## src/rtl/sl_pkg.sv

```systemverilog
// SL link shared types and helpers.
// Word-size encoding and receiver state names.
package sl_pkg;

  typedef enum logic [1:0] {
    SL_MODE_8  = 2'b00,
    SL_MODE_16 = 2'b01,
    SL_MODE_32 = 2'b10
  } sl_mode_t;

  typedef enum logic [1:0] {
    ST_IDLE = 2'b00,
    ST_RECV = 2'b01,
    ST_DONE = 2'b10
  } sl_rx_state_t;

  // Data bits per word; the unused encoding 11 also means 32.
  function automatic logic [5:0] sl_word_bits(input logic [1:0] i_mode);
    logic [5:0] w_bits;
    case (i_mode)
      SL_MODE_8:  w_bits = 6'd8;
      SL_MODE_16: w_bits = 6'd16;
      default:    w_bits = 6'd32;
    endcase
    return w_bits;
  endfunction

endpackage

```

## src/rtl/sl_line_sync.sv

```systemverilog
// Two-line 2-flop synchronizer with registered rising-edge detect.
// o_lvl and o_rise are aligned to the same cycle.
module sl_line_sync (
  input  logic       i_clk,
  input  logic       i_rst,
  input  logic [1:0] i_d,
  output logic [1:0] o_lvl,
  output logic [1:0] o_rise
);

  logic [1:0] r_s1;
  logic [1:0] r_s2;
  logic [1:0] r_lvl;
  logic [1:0] r_rise;

  // Synchronize, then register level and its rising edge together.
  always_ff @(posedge i_clk) begin
    if (i_rst) begin
      r_s1   <= 2'b00;
      r_s2   <= 2'b00;
      r_lvl  <= 2'b00;
      r_rise <= 2'b00;
    end else begin
      r_s1   <= i_d;
      r_s2   <= r_s1;
      r_lvl  <= r_s2;
      r_rise <= r_s2 & ~r_lvl;
    end
  end

  assign o_lvl  = r_lvl;
  assign o_rise = r_rise;

endmodule

```

## src/rtl/sl_receiver.sv

```systemverilog
// SL word receiver: decodes SL0/SL1 pulses into 8/16/32-bit words.
// Checks odd parity, bit count and both-lines-high framing.
module sl_receiver #(
  parameter int GAP_CYCLES = 8
) (
  input  logic        clk,
  input  logic        reset,
  input  logic        sl0,
  input  logic        sl1,
  input  logic [1:0]  mode,
  output logic [31:0] data,
  output logic        ready,
  output logic        valid,
  output logic        len_err,
  output logic        line_err,
  output logic        busy
);
  import sl_pkg::*;

  sl_rx_state_t r_state;
  sl_rx_state_t w_next;

  logic [1:0]  w_lvl;
  logic [1:0]  w_rise;
  logic        w_start;
  logic        w_finish;
  logic        w_bit_ok;
  logic        w_bit;
  logic        w_both;
  logic        w_low;
  logic        w_gap_hit;
  logic [5:0]  w_bits;
  logic        w_len_bad;
  logic [31:0] w_mask;

  logic [1:0]  r_mode;
  logic [31:0] r_sh;
  logic [5:0]  r_cnt;
  logic [7:0]  r_gap;
  logic        r_par;
  logic        r_lerr;
  logic [31:0] r_data;
  logic        r_ready;
  logic        r_valid;
  logic        r_len_err;
  logic        r_line_err;
  logic        r_busy;

  sl_line_sync u_sync (
    .i_clk  (clk),
    .i_rst  (reset),
    .i_d    ({sl1, sl0}),
    .o_lvl  (w_lvl),
    .o_rise (w_rise)
  );

  // A bit counts only when exactly one line rises and the
  // lines are not both high in that cycle.
  assign w_both    = &w_lvl;
  assign w_low     = ~|w_lvl;
  assign w_bit     = w_rise[1];
  assign w_bit_ok  = (w_rise[0] ^ w_rise[1]) & ~w_both;
  assign w_gap_hit = w_low && (r_gap == 8'(GAP_CYCLES - 1));

  assign w_bits    = sl_word_bits(r_mode);
  assign w_len_bad = (r_cnt != (w_bits + 6'd1));
  assign w_mask    = ~(32'hFFFF_FFFF >> w_bits);

  // State register.
  always_ff @(posedge clk) begin
    if (reset) begin
      r_state <= ST_IDLE;
    end else begin
      r_state <= w_next;
    end
  end

  // Next state; the final gap cycle closes the word.
  always_comb begin
    w_next   = r_state;
    w_start  = 1'b0;
    w_finish = 1'b0;
    unique case (r_state)
      ST_IDLE: begin
        if (|w_rise) begin
          w_start = 1'b1;
          w_next  = ST_RECV;
        end
      end
      ST_RECV: begin
        if (w_gap_hit) begin
          w_finish = 1'b1;
          w_next   = ST_DONE;
        end
      end
      ST_DONE: w_next = ST_IDLE;
      default: w_next = ST_IDLE;
    endcase
  end

  // Shift, count, gap and result registers.
  always_ff @(posedge clk) begin
    if (reset) begin
      r_mode     <= 2'b00;
      r_sh       <= '0;
      r_cnt      <= '0;
      r_gap      <= '0;
      r_par      <= 1'b0;
      r_lerr     <= 1'b0;
      r_data     <= '0;
      r_ready    <= 1'b0;
      r_valid    <= 1'b0;
      r_len_err  <= 1'b0;
      r_line_err <= 1'b0;
      r_busy     <= 1'b0;
    end else if (w_start) begin
      r_mode     <= mode;
      r_sh       <= w_bit_ok ? {w_bit, 31'b0} : 32'b0;
      r_cnt      <= {5'b0, w_bit_ok};
      r_par      <= w_bit_ok & w_bit;
      r_gap      <= '0;
      r_lerr     <= w_both;
      r_ready    <= 1'b0;
      r_valid    <= 1'b0;
      r_len_err  <= 1'b0;
      r_line_err <= 1'b0;
      r_busy     <= 1'b1;
    end else if (r_state == ST_RECV) begin
      if (w_bit_ok) begin
        if (r_cnt < 6'd32) begin
          r_sh <= r_sh | ({w_bit, 31'b0} >> r_cnt);
        end
        if (r_cnt != 6'd63) begin
          r_cnt <= r_cnt + 6'd1;
        end
        r_par <= r_par ^ w_bit;
      end
      if (w_both) begin
        r_lerr <= 1'b1;
      end
      r_gap <= w_low ? r_gap + 8'd1 : 8'd0;
      if (w_finish) begin
        r_data     <= r_sh & w_mask;
        r_ready    <= 1'b1;
        r_busy     <= 1'b0;
        r_len_err  <= w_len_bad;
        r_line_err <= r_lerr;
        r_valid    <= r_par & ~w_len_bad & ~r_lerr;
      end
    end
  end

  assign data     = r_data;
  assign ready    = r_ready;
  assign valid    = r_valid;
  assign len_err  = r_len_err;
  assign line_err = r_line_err;
  assign busy     = r_busy;

endmodule

```

## config.mk

```make
export PLATFORM = sky130hd
export DESIGN_NAME = sl_receiver
export DESIGN_NICKNAME = d
export VERILOG_FILES = /design/src/rtl/sl_pkg.sv /design/src/rtl/sl_line_sync.sv /design/src/rtl/sl_receiver.sv
export SDC_FILE = /design/constraint.sdc
export NUM_CORES = 1
export LEC_CHECK = 0
export CELL_PAD_IN_SITES_DETAIL_PLACEMENT = 1
export CELL_PAD_IN_SITES_GLOBAL_PLACEMENT = 2
export CORE_UTILIZATION = 25
export DETAILED_ROUTE_END_ITERATION = 12
export PLACE_DENSITY = 0.67
export SETUP_SLACK_MARGIN = 0.4
export SKIP_CTS_REPAIR_TIMING = 1
export SYNTH_ARGS = -nofsm -noshare
export SYNTH_HDL_FRONTEND = slang
export SYNTH_SLANG_ARGS = --single-unit
```

## constraint.sdc

```tcl
create_clock -name clk -period 6.6 [get_ports clk]
set_clock_uncertainty 0.2 [all_clocks]
set_input_delay 1.32 -clock clk [delete_from_list [all_inputs] [get_ports clk]]
set_output_delay 1.32 -clock clk [all_outputs]
set_load 0.05 [all_outputs]
```

# After elaboration in Yosys (flattened, before gate mapping)
# Index checks and enable logic that the tools add are counted.
[totals]
register_bits = 97
inputBits = 6
out_inout_bits = 37
elab_cells = 96
[classes]
n_addsub = 3
n_lt_le_gt_ge = 1
n_eq_ne = 7
shift = 2
mux = 27
bitwise_logic = 15
n_reduce_logical = 23
[ops]
columns = ["operator", "count"]
rows = [
  ["2-to-1 mux 32 bit", 5],
  ["bitwise AND 32 bit", 1],
  ["inverter 32 bit", 1],
  ["OR 32 bit", 1],
  ["right shift 32 x 6 -> 32 bit", 1],
  ["right shift 32 x 6 -> 32 bit, first input constant", 1],
  ["2-to-1 mux 1 bit", 17],
  ["adder 6 x 1 -> 6 bit, second input constant", 2],
  ["case mux 6 bit (2 select lines)", 1],
  ["AND reduction 2 bit", 6],
  ["AND reduction 3 bit", 4],
  ["nonzero test 2 bit", 6],
  ["adder 8 x 1 -> 8 bit, second input constant", 1],
  ["equality test 8 x 3 -> 1 bit, second input constant", 1],
  ["2-to-1 mux 8 bit", 1],
  ["less-than comparator 6 bit, second input constant", 1],
  ["!= test 6 bit", 1],
  ["!= test 6 bit, second input constant", 1],
  ["OR reduction 2 bit", 3],
  ["bitwise AND 1 bit", 4],
  ["equality test 2 x 1 -> 1 bit, second input constant", 2],
  ["zero test 2 bit", 2],
  ["2-to-1 mux 2 bit", 2],
  ["!= test 2 bit, second input constant", 2],
  ["7 further kinds", 11],
]

# Depth between registers and ports, before layout
[depth]
depth_word = 8
ltp_mapped = 7
ltp_nobuf = 6

# By module
# A second synthesis with hierarchy kept.
[unflattened]
cells_unflattened = 444
area_unflattened_um2 = 3880.0
[by_module_without_submodules]
columns = ["module", "instances", "cells_each", "area_each_um2", "seq_area_each_um2"]
rows = [
  ["sl_receiver", 1, 428, 3657.3, 1781.7],
  ["sl_line_sync", 1, 16, 222.7, 160.2],
]

# Worst setup path after synthesis
# Ideal clock, no wire load.
[synth_timing]
kind = "input-to-reg"
startpoint = "input port reset"
endpoint = "register r_sh[27]"
setup_time_ps = 61
t_arrival_ps = 2112
required_time_ps = 6339
setup_slack_ps = 4227
path_stages = 4
n_path_buf = 0
path_cell_list = "inv_1 nand2_1 nor4_1 a22o_1"
[synth_rtl]
columns = ["element", "line_no", "rtl"]
rows = [
  ["start: declaration", "sl_receiver.sv:7", "input logic reset,"],
  ["end signal: assignment", "sl_receiver.sv:118", "r_sh <= w_bit_ok ? {w_bit, 31'b0} : 32'b0;"],
  ["end signal: assignment", "sl_receiver.sv:131", "r_sh <= r_sh | ({w_bit, 31'b0} >> r_cnt);"],
  ["end: declaration", "sl_receiver.sv:37", "logic [31:0] r_sh;"],
]

# Worst setup path in the final report
[layout_timing]
startpoint = "input port reset"
endpoint = "register r_gap[7]"
[layout_between]
elab_chain_len = 1
[layout_lines]
columns = ["element", "line_no", "rtl"]
rows = [
  ["OR reduction 2 bit (no source line)", "-", ""],
  ["end signal: assignment", "sl_receiver.sv:141", "r_gap <= w_low ? r_gap + 8'd1 : 8'd0;"],
  ["end: declaration", "sl_receiver.sv:39", "logic [7:0] r_gap;"],
]
# Every way passes these cells.
# A chain may end at the register's enable or synchronous reset.

==> summary by stage <==
Status
The flow ran to the end, and the final reports show no timing, DRC or antenna violations.

Global routing
The first global-routing pass estimated 15500 um of wire. After global routing, the most crowded layer is met2. The via count of the first global-routing pass was between 2k and 3k.

In the global route stage, met2 resource usage came out at 0.222. In the global route stage, met3 resource usage came out at 0.0412. The maximum number of pins on one net before global-route repair is 49. The overflow left after global routing is 0. For met1 alone, demand over resource in global routing was 0.164. The initial antenna violation count is 0.

The global routing usage summed across all routing layers is 0.134.

Routing
The DRC marker count from the first detailed-route iteration is 81. The via count normalized by instance count is 4.77. For this run, design rule violations remaining after detail routing come to 0. The number of nets with antenna violations after detailed routing is 0. Summing over every cut layer, the via total after detailed routing is 2934. After detailed routing, the total wire length is 9240 um. The final routed wire length divided by cell count is 15.0 um. Before antenna repair, the detailed router went through 4 iterations.

Yosys
The flip-flop cell with the highest count after synthesis is sky130_fd_sc_hd__dfxtp_1. The number of cells produced by synthesis is 395. The net count of the mapped netlist is slightly above 400.

In this run, synthesis produced a sequential element count of 97. In the synthesized netlist the async set-or-reset flop fraction comes to 0. The number of flops mapped to enable cells by yosys is 0. For this run, the number of Yosys warnings is 0. The post-synthesis cell type count is between 50 and 60. Summing every instance area after synthesis gives ~3700 um^2. The share of the Yosys chip area taken by registers is 0.521.

The post-synthesis average cell area is 9.44 um^2.

Clock tree
The number of clock buffers added by TritonCTS is 9. Counting along the longest clock path gives a buffer depth of 2. CTS built an H-tree with a depth of 3. At the later pin of the worst-skew pair, clock insertion delay measures 350 ps. The post-CTS clock slew at the launch and capture registers of the worst setup and hold paths is 70 ps.

The number of clock sinks is just under 100. The TritonCTS clock tree is built. The master cell of the clock root buffer is sky130_fd_sc_hd__clkbuf_16.

Die
The core area is about 15000 um^2. The die covers around 15000 um^2. The floorplan step set the die height to 124 um.

For this configuration, the core starts out at a cell density of 0.256. Pin placement for this block handled 43 I/O pins. In this run the horizontal extent of the chip is ~120 um. After floorplanning, the core was divided into 44 placement rows.

Job
The tool flagged a number of max-cap violations equal to 0.

STA
The final number of max-transition violations is 0. The count of endpoints failing hold in the final timing report is 0. The worst max-slew margin expressed relative to the limit is 0.232. Setup violations remaining at the end of the flow were counted as 0. Setup repair after global routing left no endpoint under its margin. The worst path in the final design needs a cycle of roughly 3300 ps, including I/O delays and setup.

The total negative slack for setup checks is 0 ps. For the pin with the worst max-slew slack, the measured transition is between 1000 and 1500 ps. The final hold slack is roughly 240 ps.

The share of the clock period used by the worst path after layout is 0.493. The highest clock rate is 307 MHz.

Placement
The post-DP HPWL is approximately 6400 um. Buffers placed on the I/O ports in this run total 42. Routability-driven placement finished with a final weighted congestion of 0.752.

Worst setup path
The critical setup path kind is input port to flop. Data arrives at the worst endpoint at between 3000 and 4000 ps. For the worst setup path, the data required time is ~6700 ps. Along the worst path, the maximum fanout reaches 48. The endpoint kind of the worst setup timing path is a flop.

The startpoint type of the worst setup path is an input port.

Finish
In the final layout, the share of cells above drive strength 1 is 0.0766. The filler cell count in the final layout is 1689. Relative to the synthesized area, the layout overhead comes to 23.3%. The final core area utilization is 0.316. 0 antenna diodes ended up in the layout. The total number of nets in the final design is between 400 and 500.

Power and ir drop
The power density normalized to cell area is 254 nW/um^2. In this run the static leakage power is approximately 1.5 nW. Across the VDD grid, the largest voltage drop is about 0.12 mV.

Min path
The path class of the tightest hold or removal check is flop to flop.
## layer usage
layer  up-vias  wire length, um
met5         -                0
met2        29             4560
met3        11              309
met1      1425             4260
met4         0              108
li1       1469                -
## logic make-up after synthesis
| group | share of synthesized area |
|---|---|
| AOI/OAI and AO/OA | 0.189 |
| xor gates and xnor gates | 0.0188 |
| adders and majority gates | 0.0168 |
| buffers and inverters | 0.0369 |
| DFF | 0.521 |
| muxes | 0.00302 |
| and+or+nand+nor | 0.214 |
## worst max-delay path: stages
cell                      delay [ps]
sky130_fd_sc_hd__buf_2           380
sky130_fd_sc_hd__nor2_2         1010
sky130_fd_sc_hd__o21ai_1         390
sky130_fd_sc_hd__nor2_1          210
## power by group
part | switching (W) | internal, W | leakage (nW)
sequential | 0.00000488 | 0.000589 | 0.783
combinational | 0.0000280 | 0.0000130 | 0.598
clock | 0.000227 | 0.000307 | 0.152
## path summary, 6_finish.rpt
kind                              from                        end  slack (ps)  cells after the start
max reg2reg    r_state[0]$_SDFFE_PP0P_         valid$_SDFFE_PP0P_        3590                      5
min reg2reg  u_sync.r_s1[0]$_SDFF_PP0_  u_sync.r_s2[0]$_SDFF_PP0_         240                      1
min          u_sync.r_s1[0]$_SDFF_PP0_  u_sync.r_s2[0]$_SDFF_PP0_         240                      1
max                              reset      r_gap[7]$_SDFFE_PP0P_        3350                      4
## state kept, by name (all words and copies together), names as in the netlist, 2 cells and up
signal and count:
data 32, r_sh 32, r_gap 8, r_cnt 6
r_mode 2, r_state 2, u_sync.o_lvl 2, u_sync.o_rise 2
u_sync.r_s1 2, u_sync.r_s2 2
## cell usage after synthesis (all sizes together) (2+ instances only)
cell | instances | area [um^2]
a211oi | 2 | 15.0
dfxtp | 97 | 1940
a21oi | 49 | 249
nor4 | 5 | 31.3
a311o | 2 | 30.0
a2111oi | 2 | 42.5
ha | 5 | 62.6
o21ai | 6 | 30.0
a31oi | 2 | 12.5
nand2 | 54 | 203
nand4 | 5 | 31.3
buf | 8 | 47.5
and3 | 3 | 23.8
a22o | 28 | 245
nand3b | 11 | 82.6
xor2 | 8 | 70.1
inv | 6 | 22.5
nand3 | 20 | 100
clkbuf | 18 | 67.6
or3 | 3 | 18.8
nor2b | 9 | 56.3
nor3 | 6 | 35.0
nor4b | 2 | 17.5
nand2b | 3 | 26.3
nor2 | 20 | 75.1
nor3b | 2 | 15.0
## cells in the final DEF, fill, tap and decap left out, drive strengths merged, types with 2 or more instances in the layout
master / netlist / routed
nand4: 5 / 5
clkdlybuf4s50: 0 / 41
dfxtp: 97 / 97
nand2b: 3 / 3
a211oi: 2 / 2
buf: 8 / 5
nor2b: 9 / 9
nor3b: 2 / 2
or3: 3 / 3
a22o: 28 / 28
a31oi: 2 / 2
ha: 5 / 5
a311o: 2 / 2
xor2: 8 / 8
and3: 3 / 3
clkinv: 0 / 3
o21ai: 6 / 6
nand3b: 11 / 11
inv: 6 / 7
nor2: 20 / 20
nor3: 6 / 6
a21oi: 49 / 49
a2111oi: 2 / 2
nor4b: 2 / 2
nor4: 5 / 5
clkbuf: 18 / 11
nand3: 20 / 20
nand2: 54 / 54
## area by class of cell
| type | instances | area [um^2] | area share |
|---|---|---|---|
| clock buffer | 11 | 243 | 0.0528 |
| clock inverter | 5 | 63.8 | 0.0139 |
| inverter | 6 | 22.5 | 0.00490 |
| multi-input combinational | 266 | 1650 | 0.359 |
| sequential | 97 | 1940 | 0.422 |
| tap | 184 | 230 | 0.0501 |
| timing repair buffer | 46 | 445 | 0.0969 |
## per-stage QoR
step	setup slack, ps	power (W)	instances	instance area (um^2)
3_5_place_dp	2890	0.000650	599	4290
6_report	3350	0.00117	615	4600
3_3_place_gp	3030	0.000649	599	4290
2_1_floorplan	4230	0.000637	395	3730
5_1_grt	3020	0.00122	615	4600
4_1_cts	3260	0.00119	615	4600
(Power assumes the default switching activity.)
==> RTL change (same flow settings) <==
Make the reset (`i_rst` and `reset`) asynchronous in 3 clocked blocks.
--- a/src/rtl/sl_line_sync.sv
+++ b/src/rtl/sl_line_sync.sv
@@ -14,7 +14,7 @@
   logic [1:0] r_rise;
 
   // Synchronize, then register level and its rising edge together.
-  always_ff @(posedge i_clk) begin
+  always_ff @(posedge i_clk or posedge i_rst) begin
     if (i_rst) begin
       r_s1   <= 2'b00;
       r_s2   <= 2'b00;
--- a/src/rtl/sl_receiver.sv
+++ b/src/rtl/sl_receiver.sv
@@ -67,7 +67,7 @@
   assign w_mask    = ~(32'hFFFF_FFFF >> w_bits);
 
   // State register.
-  always_ff @(posedge clk) begin
+  always_ff @(posedge clk or posedge reset) begin
     if (reset) begin
       r_state <= ST_IDLE;
     end else begin
@@ -99,7 +99,7 @@
   end
 
   // Shift, count, gap and result registers.
-  always_ff @(posedge clk) begin
+  always_ff @(posedge clk or posedge reset) begin
     if (reset) begin
       r_mode     <= 2'b00;
       r_sh       <= '0;
Behaviour: differs if reset is asserted again (counterexample within 10 cycles, from zero or initial values and one cycle with reset high); with reset held inactive, the same outputs for 10 cycles.
==> RTL change against the unedited design <==
- synthesized cell count grew 1.5%
- critical endpoint is now line_err
- fmax up 5.1%
- count of clock-buffer cells in the layout shrank 1
- area after synthesis up 12%
- via count is 2.8% higher
- highest routed layer unchanged
- wire length rose by 12%
- sequential cell count stayed put
- worst setup slack better by 0.16 ns
- design area rose by 11%
- final cell count up 6.7%
- utilization hardly changed
Power is not compared: it rests on default switching activity, and its combinational part moved more than twofold at a synthesized area within 25%.
==> RTL change: results (changes against the unedited design) <==
R2R Setup Slk 3.75 ns (+0.16 ns); post-synth cell types 53 (-3.6%); status complete, no violations; Max stage delay on crit path 0.83 ns (-0.18 ns); GPL Wtd Cong 0.7447 (-1.0%); Worst setup endpoint line_err; first-pass GRT wire length 17310 um (+12%); Crit. Startpoint line_err; CP max FO 2 (-96%); DP Area 0.004791 mm^2 (+12%); TritonRoute pass-1 iters 5 (+1); Period Utilization, post-route 46.91% (-2.4 points); synth top area cells dfrtp_1 58%, nand2_1 7.1%, o21ai_0 5.5%; Synth Instances 401 (+1.5%); register area share after synthesis 58.07% (+6.0 points); synthesis-to-layout area growth 21.82%; path depth of the worst reg2reg path 4 (-1); vias in the first global route 3235 (+8.4%); Filler Cells Inserted 1833 (+8.5%); DP Worst Slack 3.404 ns (+0.5176 ns); Hold Path Sink u_sync.r_s2[0]; async set or reset register ratio after synthesis 100.0% (+100 points); drt initial violations 187 (+130%); WL/cell 15.81 um (+5.3%); Worst Tran Pin Value 0.7944 ns (-0.3564 ns); via count 3017 (+2.8%)
## RTL change: cell count changes after synthesis, moves of 6 or more
| cell | change |
|---|---|
| a21oi_1 | -41 |
| nand2_1 | +25 |
| nand3_1 | -8 |
| dfxtp_1 | -97 |
| a22o_1 | -19 |
| xnor2_1 | +6 |
| xor2_1 | -8 |
| nand3b_1 | -11 |
| o21ai_0 | +41 |
| nand2b_1 | +11 |
| dfrtp_1 | +97 |
## RTL change: power groups by stage
stage	sequential, mW	clock [mW]	combinational [mW]
5_1_grt	0.761	0.575	0.303
6_report	0.748	0.535	0.265
4_1_cts	0.747	0.558	0.272
3_5_place_dp	0.758	0	0.270
3_3_place_gp	0.753	0	0.261
2_1_floorplan	0.715	0	0.215
## RTL change: cells by family (layout without fill, tap and decap cells)
logic type               after synthesis  count (layout)  share of synthesized area (%)
AO/OA/AOI/OAI                         85              85                          12.81
multiplexers                           8               8                          2.424
XOR/XNOR                               6               6                          1.257
AND/OR/NAND/NOR                      170             170                          20.53
buffers and inverters                 30              69                          3.412
adder cells (fa/ha/maj)                5               5                          1.497
flip-flops                            97              97                          58.07
## RTL change: area by class of cell
type,instances,share of cell area [%]
clock buffers,10,4.693
flip-flops and latches,97,47.67
repair buffers,46,8.845
clock inverters,5,1.229
multi-input cells,274,31.62
well taps,216,5.307
inverters,8,0.6388
## RTL change: per-layer routing
metal  routed length [um]  vias up  track usage, %
li1                     -     1464               -
met1                 4824     1499           15.90
met2                 5110       43           21.63
met3                  321       11           3.627
met4                  115        0           3.811
met5                    0        -               0
